[src/rtl/multiple_sum_pkg.sv]
// Shared definitions for the multiple-sum engine: state encoding and default widths.
// Latency: n/a (definitions only).
// Backpressure: n/a.
package multiple_sum_pkg;

  localparam int DEF_NCH   = 2;
  localparam int DEF_N_W   = 16;
  localparam int DEF_DIV_W = 8;
  localparam int DEF_SUM_W = 32;

  localparam logic [1:0] ST_IDLE = 2'd0;
  localparam logic [1:0] ST_LOAD = 2'd1;
  localparam logic [1:0] ST_RUN  = 2'd2;
  localparam logic [1:0] ST_DONE = 2'd3;

  typedef enum logic [1:0] {
    IDLE = ST_IDLE,
    LOAD = ST_LOAD,
    RUN  = ST_RUN,
    DONE = ST_DONE
  } state_t;

endpackage

[src/rtl/msum_min_sel.sv]
// Minimum of up to four valid values, with any-valid flag and equal-to-min mask.
// Latency: combinational.
// Backpressure: none; pure function of its inputs.
module msum_min_sel #(
  parameter int NCH = 2,
  parameter int W   = 17
) (
  input  logic [NCH*W-1:0] val,
  input  logic [NCH-1:0]   vld,
  output logic [W-1:0]     min_val,
  output logic             any_vld,
  output logic [NCH-1:0]   eq_mask
);

  // Pad to four slots so the tree shape stays balanced for any NCH in 1..4.
  logic [W-1:0] v [4];
  logic [3:0]   p;

  for (genvar g = 0; g < 4; g++) begin : g_pad
    if (g < NCH) begin : g_real
      assign v[g] = val[g*W +: W];
      assign p[g] = vld[g];
    end else begin : g_fill
      assign v[g] = '0;
      assign p[g] = 1'b0;
    end
  end

  logic [W-1:0] m01, m23;
  logic         p01, p23;

  // Two-level compare tree; an invalid side always loses.
  always_comb begin
    m01 = (p[0] && (!p[1] || v[0] <= v[1])) ? v[0] : v[1];
    p01 = p[0] | p[1];
    m23 = (p[2] && (!p[3] || v[2] <= v[3])) ? v[2] : v[3];
    p23 = p[2] | p[3];
    min_val = (p01 && (!p23 || m01 <= m23)) ? m01 : m23;
    any_vld = p01 | p23;
  end

  // Every valid channel sitting on the minimum is flagged so ties advance together.
  for (genvar g = 0; g < NCH; g++) begin : g_eq
    assign eq_mask[g] = vld[g] && (val[g*W +: W] == min_val);
  end

endmodule

[src/rtl/multiple_sum_engine.sv]
// Sums each natural number below limit that is a multiple of any enabled divisor, once.
// Latency: done pulses T+3 cycles after st is taken (T = terms found), one term per cycle.
// Backpressure: st is only honoured in IDLE; requests while busy or in DONE are dropped.
module multiple_sum_engine
  import multiple_sum_pkg::*;
#(
  parameter int NCH   = DEF_NCH,
  parameter int N_W   = DEF_N_W,
  parameter int DIV_W = DEF_DIV_W,
  parameter int SUM_W = DEF_SUM_W
) (
  input  logic               clk,
  input  logic               rst_n,
  input  logic               st,
  input  logic [N_W-1:0]     limit,
  input  logic [NCH*DIV_W-1:0] div,
  input  logic [NCH-1:0]     ch_en,
  output logic               busy,
  output logic               done,
  output logic [SUM_W-1:0]   sum,
  output logic [N_W-1:0]     terms,
  output logic               ovf
);

  // Next-multiple registers carry one extra bit so nm + div can never wrap.
  localparam int NW1 = N_W + 1;
  localparam int AW  = ((SUM_W > N_W) ? SUM_W : N_W) + 1;

  state_t               state;
  logic [N_W-1:0]       lim;
  logic [NCH*NW1-1:0]   nm;
  logic [NCH*DIV_W-1:0] dv;
  logic [NCH-1:0]       active;
  logic [SUM_W-1:0]     acc;

  logic [NCH-1:0]       cand;
  logic [NCH-1:0]       eq_mask;
  logic [NW1-1:0]       m_val;
  logic                 any_cand;
  logic [AW-1:0]        acc_ext;

  // A channel competes while it is enabled and its next multiple is still below the limit.
  for (genvar g = 0; g < NCH; g++) begin : g_cand
    assign cand[g] = active[g] && (nm[g*NW1 +: NW1] < {1'b0, lim});
  end

  msum_min_sel #(
    .NCH (NCH),
    .W   (NW1)
  ) u_min (
    .val     (nm),
    .vld     (cand),
    .min_val (m_val),
    .any_vld (any_cand),
    .eq_mask (eq_mask)
  );

  // Widened add exposes the carry-out that feeds the sticky overflow flag.
  assign acc_ext = AW'(acc) + AW'(m_val);

  // Control FSM and datapath: load channels, emit the smallest pending multiple each cycle.
  always_ff @(posedge clk or negedge rst_n) begin
    if (!rst_n) begin
      state  <= IDLE;
      busy   <= 1'b0;
      done   <= 1'b0;
      sum    <= '0;
      terms  <= '0;
      ovf    <= 1'b0;
      lim    <= '0;
      nm     <= '0;
      dv     <= '0;
      active <= '0;
      acc    <= '0;
    end else begin
      case (state)
        IDLE: begin
          if (st) begin
            state <= LOAD;
            busy  <= 1'b1;
          end
        end
        LOAD: begin
          lim <= limit;
          dv  <= div;
          for (int i = 0; i < NCH; i++) begin
            active[i]          <= ch_en[i] && (div[i*DIV_W +: DIV_W] != '0);
            nm[i*NW1 +: NW1]   <= NW1'(div[i*DIV_W +: DIV_W]);
          end
          acc   <= '0;
          terms <= '0;
          ovf   <= 1'b0;
          state <= RUN;
        end
        RUN: begin
          if (!any_cand) begin
            state <= DONE;
            busy  <= 1'b0;
            done  <= 1'b1;
            sum   <= acc;
          end else begin
            acc   <= acc_ext[SUM_W-1:0];
            terms <= terms + N_W'(1);
            if (|acc_ext[AW-1:SUM_W]) ovf <= 1'b1;
            for (int i = 0; i < NCH; i++) begin
              if (eq_mask[i]) nm[i*NW1 +: NW1] <= nm[i*NW1 +: NW1] + NW1'(dv[i*DIV_W +: DIV_W]);
            end
          end
        end
        DONE: begin
          done  <= 1'b0;
          state <= IDLE;
        end
        default: state <= IDLE;
      endcase
    end
  end

endmodule

[config.mk]
export PLATFORM = sky130hd
export DESIGN_NAME = multiple_sum_engine
export DESIGN_NICKNAME = d
export VERILOG_FILES = /design/src/rtl/multiple_sum_pkg.sv /design/src/rtl/msum_min_sel.sv /design/src/rtl/multiple_sum_engine.sv
export SDC_FILE = /design/constraint.sdc
export NUM_CORES = 1
export LEC_CHECK = 0
export ABC_AREA = 1
export BUFFER_PORTS_ARGS = -buffer_cell sky130_fd_sc_hd__buf_4
export CAP_MARGIN = 20
export CORE_MARGIN = 4
export CORE_UTILIZATION = 55
export CTS_BUF_LIST = sky130_fd_sc_hd__clkbuf_4 sky130_fd_sc_hd__clkbuf_8 sky130_fd_sc_hd__clkbuf_16
export DETAILED_ROUTE_END_ITERATION = 12
export GPL_TIMING_DRIVEN = 0
export PLACE_DENSITY_LB_ADDON = 0.12
export SYNTH_ARGS = -nofsm -noshare
export SYNTH_HDL_FRONTEND = slang
export SYNTH_SLANG_ARGS = --single-unit
export TNS_END_PERCENT = 100
[constraint.sdc]
create_clock -name clk -period 6.9 [get_ports clk]
set_clock_uncertainty 0.05 [all_clocks]
set_input_delay 1.035 -clock clk [delete_from_list [all_inputs] [get_ports clk]]
set_output_delay 1.035 -clock clk [all_outputs]
set_load 0.02 [all_outputs]
; Word-level counts from Yosys, hierarchy flattened
; Cells that the tools add are included.
[word_totals]
romBits = 0
regBits = 153
elab_cells = 76
latch_bits = 0
ramBits = 0
n_memories = 0
out_inout_bits = 51
inputBits = 37
[op_classes]
div_mod_pow = 0
muxes = 21
n_eq_ne = 11
n_reduce_logical = 23
n_bitwise = 2
add_sub_neg = 4
multipliers = 0
magnitude_cmp = 3
shift = 0
[ops]
columns = operator, n
row1 = 17-bit two-way mux, 4
row2 = 34-bit case mux with 2 select lines, 1
row3 = 32-bit case mux with 2 select lines, 1
row4 = 17-bit by 8-bit adder with 17-bit output, 2
row5 = 17-bit equality test, 2
row6 = 17-bit by 16-bit < comparator with 1-bit output, 2
row7 = 34-bit two-way mux, 1
row8 = 32-bit by 17-bit adder with 33-bit output, 1
row9 = 32-bit two-way mux, 1
row10 = 16-bit case mux with 2 select lines, 1
row11 = 17-bit <= comparator, 1
row12 = "16-bit by 1-bit adder with 16-bit output, second input constant", 1
row13 = 16-bit two-way mux, 1
row14 = 8-bit nonzero test, 2
row15 = "2-bit != test, second input constant", 6
row16 = 3-bit AND reduction, 4
row17 = 2-bit case mux with 4 select lines, 1
row18 = 2-bit AND reduction, 4
row19 = 1-bit logical AND, 7
row20 = 1-bit case mux with 2 select lines, 3
row21 = 2-bit nonzero test, 3
row22 = 1-bit two-way mux, 5
row23 = "2-bit equality test, second input constant", 2
row24 = 2-bit two-way mux, 2
row25 = 6 further kinds, 6

; Logic depth before layout (Yosys ltp)
[logic_depth]
depth_word = 12
mapped_depth = 31
depth_no_buf = 30

; By module
; A second synthesis with hierarchy kept.
[unflattened]
hier_cells = 1648
area_unflattened_um2 = 11163.2
[by_module_without_submodules]
columns = module, cells_each, area_per_inst_um2, n_inst, seq_area_each_um2
row1 = multiple_sum_engine, 1319, 9530.4, 1, 3828.7
row2 = msum_min_sel, 329, 1632.8, 1, 0.0

; Worst setup path before layout
; OpenSTA, ideal clock, no wires.
[synth_path]
path_type = reg2reg
startpoint = reg nm[27]
endpoint = reg acc[24]
path_stages_with_launch = 30
arrival_time_ps = 4004
path_slack_ps = 2714
period_less_slack_ps = 4186
cell_sequence = dfrtp_1 clkbuf_1 inv_1 ha_1 nand2_1 nor2_1 nand2_1 clkinv_1 nand4_1 nand3_1 nand3_2 nand2_4 buf_6 nand2_1 o211ai_1 inv_1 ha_1 inv_1 fa_1 o21ai_0 nand2_1 nand2_1 a21boi_0 o21ai_0 a21oi_1 nor2_1 o21ai_0 nor2_1 xor2_1 nor2_1
[synth_via]
elab_chain_cells = 10
word_cells_on_any_way = 14
cone_classes = add/sub: 1 / order compare: 2 / eq/ne: 1 / mux: 4 / bitwise: 1 / reduce/logical: 5
[synth_rtl]
columns = element, line_no
row1 = from (decl), multiple_sum_engine.sv:31  ; logic [NCH*NW1-1:0] nm;
row2 = "from (signal, indexed assignment)", multiple_sum_engine.sv:88  ; nm[i*NW1 +: NW1] <= NW1'(div[i*DIV_W +: DIV_W]);
row3 = "from (signal, indexed assignment)", multiple_sum_engine.sv:106  ; if (eq_mask[i]) nm[i*NW1 +: NW1] <= nm[i*NW1 +: NW1] + NW1'(dv[i*DIV_W +: DIV_W]);
row4 = 17-bit by 16-bit < comparator with 1-bit output, multiple_sum_engine.sv:44  ; assign cand[g] = active[g] && (nm[g*NW1 +: NW1] < {1'b0, lim});
row5 = 1-bit logical AND, multiple_sum_engine.sv:44
row6 = 1-bit logical NOT, msum_min_sel.sv:34  ; m01 = (p[0] && (!p[1] || v[0] <= v[1])) ? v[0] : v[1];
row7 = 1-bit logical OR, msum_min_sel.sv:34
row8 = 1-bit logical AND, msum_min_sel.sv:34
row9 = 17-bit two-way mux, msum_min_sel.sv:34
row10 = 17-bit two-way mux, msum_min_sel.sv:38  ; min_val = (p01 && (!p23 || m01 <= m23)) ? m01 : m23;
row11 = 32-bit by 17-bit adder with 33-bit output, multiple_sum_engine.sv:59  ; assign acc_ext = AW'(acc) + AW'(m_val);
row12 = 32-bit two-way mux, multiple_sum_engine.sv:96  ; if (!any_cand) begin
row13 = 32-bit case mux with 2 select lines, multiple_sum_engine.sv:76  ; case (state)
row14 = to (signal assigned), multiple_sum_engine.sv:102  ; acc <= acc_ext[SUM_W-1:0];
row15 = to (decl), multiple_sum_engine.sv:34  ; logic [SUM_W-1:0] acc;
; Several ways; a longest one is shown, not always the timed one. The select of a mux whose other input is x is not followed.
; A chain may end at the register's enable or synchronous reset.

; Worst setup path in the final report
[layout_path]
startpoint = reg nm[30]
endpoint = reg acc[24]
; Same word-level chain as after synthesis.

==> metrics.txt <==
launch point of the worst path=nm[30]$_DFFE_PN0P_; P&R area growth vs syn=15.28%; DR WL/cell=about 17 um; Layout fillers=between 1500 and 2000; CTS Buffer Depth=2; DR pass1 iterations=6; Synth Warn #=0; max-cap violations=0; Syn Nets=approximately 1500; Worst-path clk slew=approximately 0.07 ns; GR met2 Demand/Resource=0.4468; DRT antenna net count=0; Max Clk Rate=around 0.19 GHz; Worst slew margin=0.3859; RSZ-0062 raised after global routing=no; worst vdd ir=0.2672 mV; Syn Area/Cell=approximately 7.4 um^2; worst-path fanout max=10; Final Max Tran Viols=0; Total GRT Usage=0.2894; grt total ovfl=0; Starting Density=0.5577; nets=between 1500 and 2000; number of synthesized register bits=153; Data arrival, critical path=5.56 ns; number of global-route vias before repair=9529; Slew @ Worst Pin=0.9212 ns; I/O pin cnt=88; total CTS buffers=17; Post-Route Utilization=0.6429; largest net degree at the start of global routing=97; clk sink count=between 150 and 200; Crit Path Category=register to register; DRC viols=0; post-synthesis sequential area ratio=0.3670; Cells after Synth=1407; worst min-delay path class=register to register; vias per cell=~5.7; die area=21240 um^2; Synth cell types=slightly below 50; initial drt markers=783; CP Launch Type=register; crit path time final=~5.3 ns; hold path start=sum[3]$_DFFE_PN0P_; WP data required=approximately 7.1 ns; area of the mapped netlist=10430 um^2; hpwl dp=~23000 um; Critical R2R Launch=nm[30]$_DFFE_PN0P_; ANT cells=0; CTS Hold Bufs=0; EDFF count, synth=0; Critical Path Most Common Cell=nor2_1; first-pass GRT wire length=49580 um; final wirelength=30570 um; clk_lat worst skew=~0.44 ns; Yosys top cell area share=0.3670; Clock Tree Root=clkbuf_16; met1 Usage GRT=0.4208; critical path's slowest cell=fa_1; Hold Vio Cnt, Final=0; initial antenna violation count=0; asr flop ratio synth=1.000; vias=around 10000; GRT busiest layer=met2; Post-CTS Setup Inserts=0; Site Rows=50; PostCTS Resize Cnt=0; met3 Usage GRT=0.04049; H-tree Lvls=4; Lkg Pwr=between 6 and 7 nW; Chip Height=145.7 um; crit end category=register; setup violators final=0; number of port buffers=between 80 and 90; top_reg_cell synth=dfrtp_1; largest cells by area after synthesis=dfrtp_1 37%, nand2_1 13%, ha_1 10%; area of the core=~19000 um^2; final setup TNS=0 ns; status=complete, no violations; final RePlAce weighted congestion=0.9903; CP max stage delay=approximately 0.4 ns; Die W=approximately 150 um; final period utilization=0.7711; share of cells above drive strength 1=0.1139; CTS tree=done; PwrDens=474.3 nW/um^2; top cell type by total area after synthesis=dfrtp_1
-- where the power goes --
part	internal, mW	switching, mW	leakage, nW
sequential	1.16	0.265	2.02
combinational	1.10	2.19	3.75
clock	0.556	0.443	0.305
-- placed cells by master (no fill, tap or decap), types with 6 or more instances in the layout --
cell type and instances:
nand2_1 361, inv_1 184, dfrtp_1 153, nor2_1 104, o21ai_0 100, buf_4 88
ha_1 85, nand3_1 83, a21oi_1 73, nand4_1 44, xor2_1 31, clkbuf_1 28
o22ai_1 20, nor3_1 19, clkbuf_16 17, xnor2_1 11, inv_2 9, buf_2 8
nor3b_1 6, nor2_2 6, mux2_2 6, nor4_1 6
-- final timing paths --
path | end | slack (ns) | depth (start not counted)
worst max-delay path | acc[24]$_DFFE_PN0P_ | 1.58 | 28
worst min-delay path | sum[3]$_DFFE_PN0P_ | 0.43 | 2
worst max register to register | acc[24]$_DFFE_PN0P_ | 1.58 | 28
worst min register to register | sum[3]$_DFFE_PN0P_ | 0.43 | 2
max in group asynchronous | acc[27]$_DFFE_PN0P_ | 5.41 | 2
min in group asynchronous | lim[9]$_DFFE_PN0N_ | 0.49 | 1
-- per-stage QoR --
step	hold slack [ns]	instance area (um^2)	cells	setup WS (ns)	total power [mW]
global placement	0.4167	11380	1728	1.777	4.567
global route	0.4627	12030	1761	1.151	6.160
floorplan	0.4239	10430	1407	2.714	3.677
finish	0.4348	12030	1761	1.579	5.705
CTS	0.4406	12030	1761	1.668	5.657
detailed placement	0.4241	11410	1729	1.732	4.638
-- final cells by class --
type	count	area, um^2	share of cell area
plain buffers	46	220.2	0.01831
clock buffers	18	432.9	0.03600
clock inverters	14	183.9	0.01529
inverters	194	728.2	0.06055
multi-input cells	1014	5655	0.4702
flip-flops and latches	153	3829	0.3184
well taps	234	292.8	0.02434
repair buffers	88	684.4	0.05691
-- synth_stat cells (3+ instances only) --
cell type	n
buf_6	4
buf_1	4
nor4_1	6
fa_1	3
o21ai_0	100
nand2_2	4
nand2_1	361
a21o_1	5
o22ai_1	20
nor2_4	3
xor2_1	31
inv_1	184
nand3_2	5
inv_2	9
nor2_1	104
a21oi_1	73
xnor2_1	11
o211ai_1	4
dfrtp_1	153
nor3b_1	6
clkbuf_1	28
o21bai_1	3
nand4_1	44
ha_1	85
nor2_2	6
a31oi_1	4
o21ai_1	4
mux2_2	6
nand3_1	83
nor3_1	19
buf_2	8
-- metal layers --
metal  vias to the layer above  wire [um]
met5                         -          0
met3                        74       1964
met2                       364      13640
li1                       4845          -
met1                      4731      14170
met4                         0        793
-- kinds of logic (layout without fill, tap and decap cells) --
family / count (synthesis) / in the layout / synth area share
simple gates: 648 / 648 / 0.2721
buf+inv: 240 / 360 / 0.09091
compound gates: 229 / 229 / 0.1202
flops: 153 / 153 / 0.3670
fa+ha+maj: 88 / 88 / 0.1077
xor+xnor: 42 / 42 / 0.03526
mux: 6 / 6 / 0.006476
other cells: 1 / 1 / 0.0003595
-- registers in the layout, indices dropped and copies added (netlist names) --
name / flops
done: 1
dv: 16
active: 2
ovf: 1
nm: 34
sum: 32
busy: 1
lim: 16
acc: 32
state: 2
terms: 16
-- worst max-delay path: cells and delay by family, from the launching register on --
family | cells | cell delay (ns)
xor gates and xnor gates | 1 | 0.17
DFF | 1 | 0.36
and+or+nand+nor | 11 | 1.34
adders and majority gates | 3 | 0.89
buffers and inverters | 6 | 0.82
AOI/OAI and AO/OA | 7 | 1.53
Power figures use the tool's default switching activity.
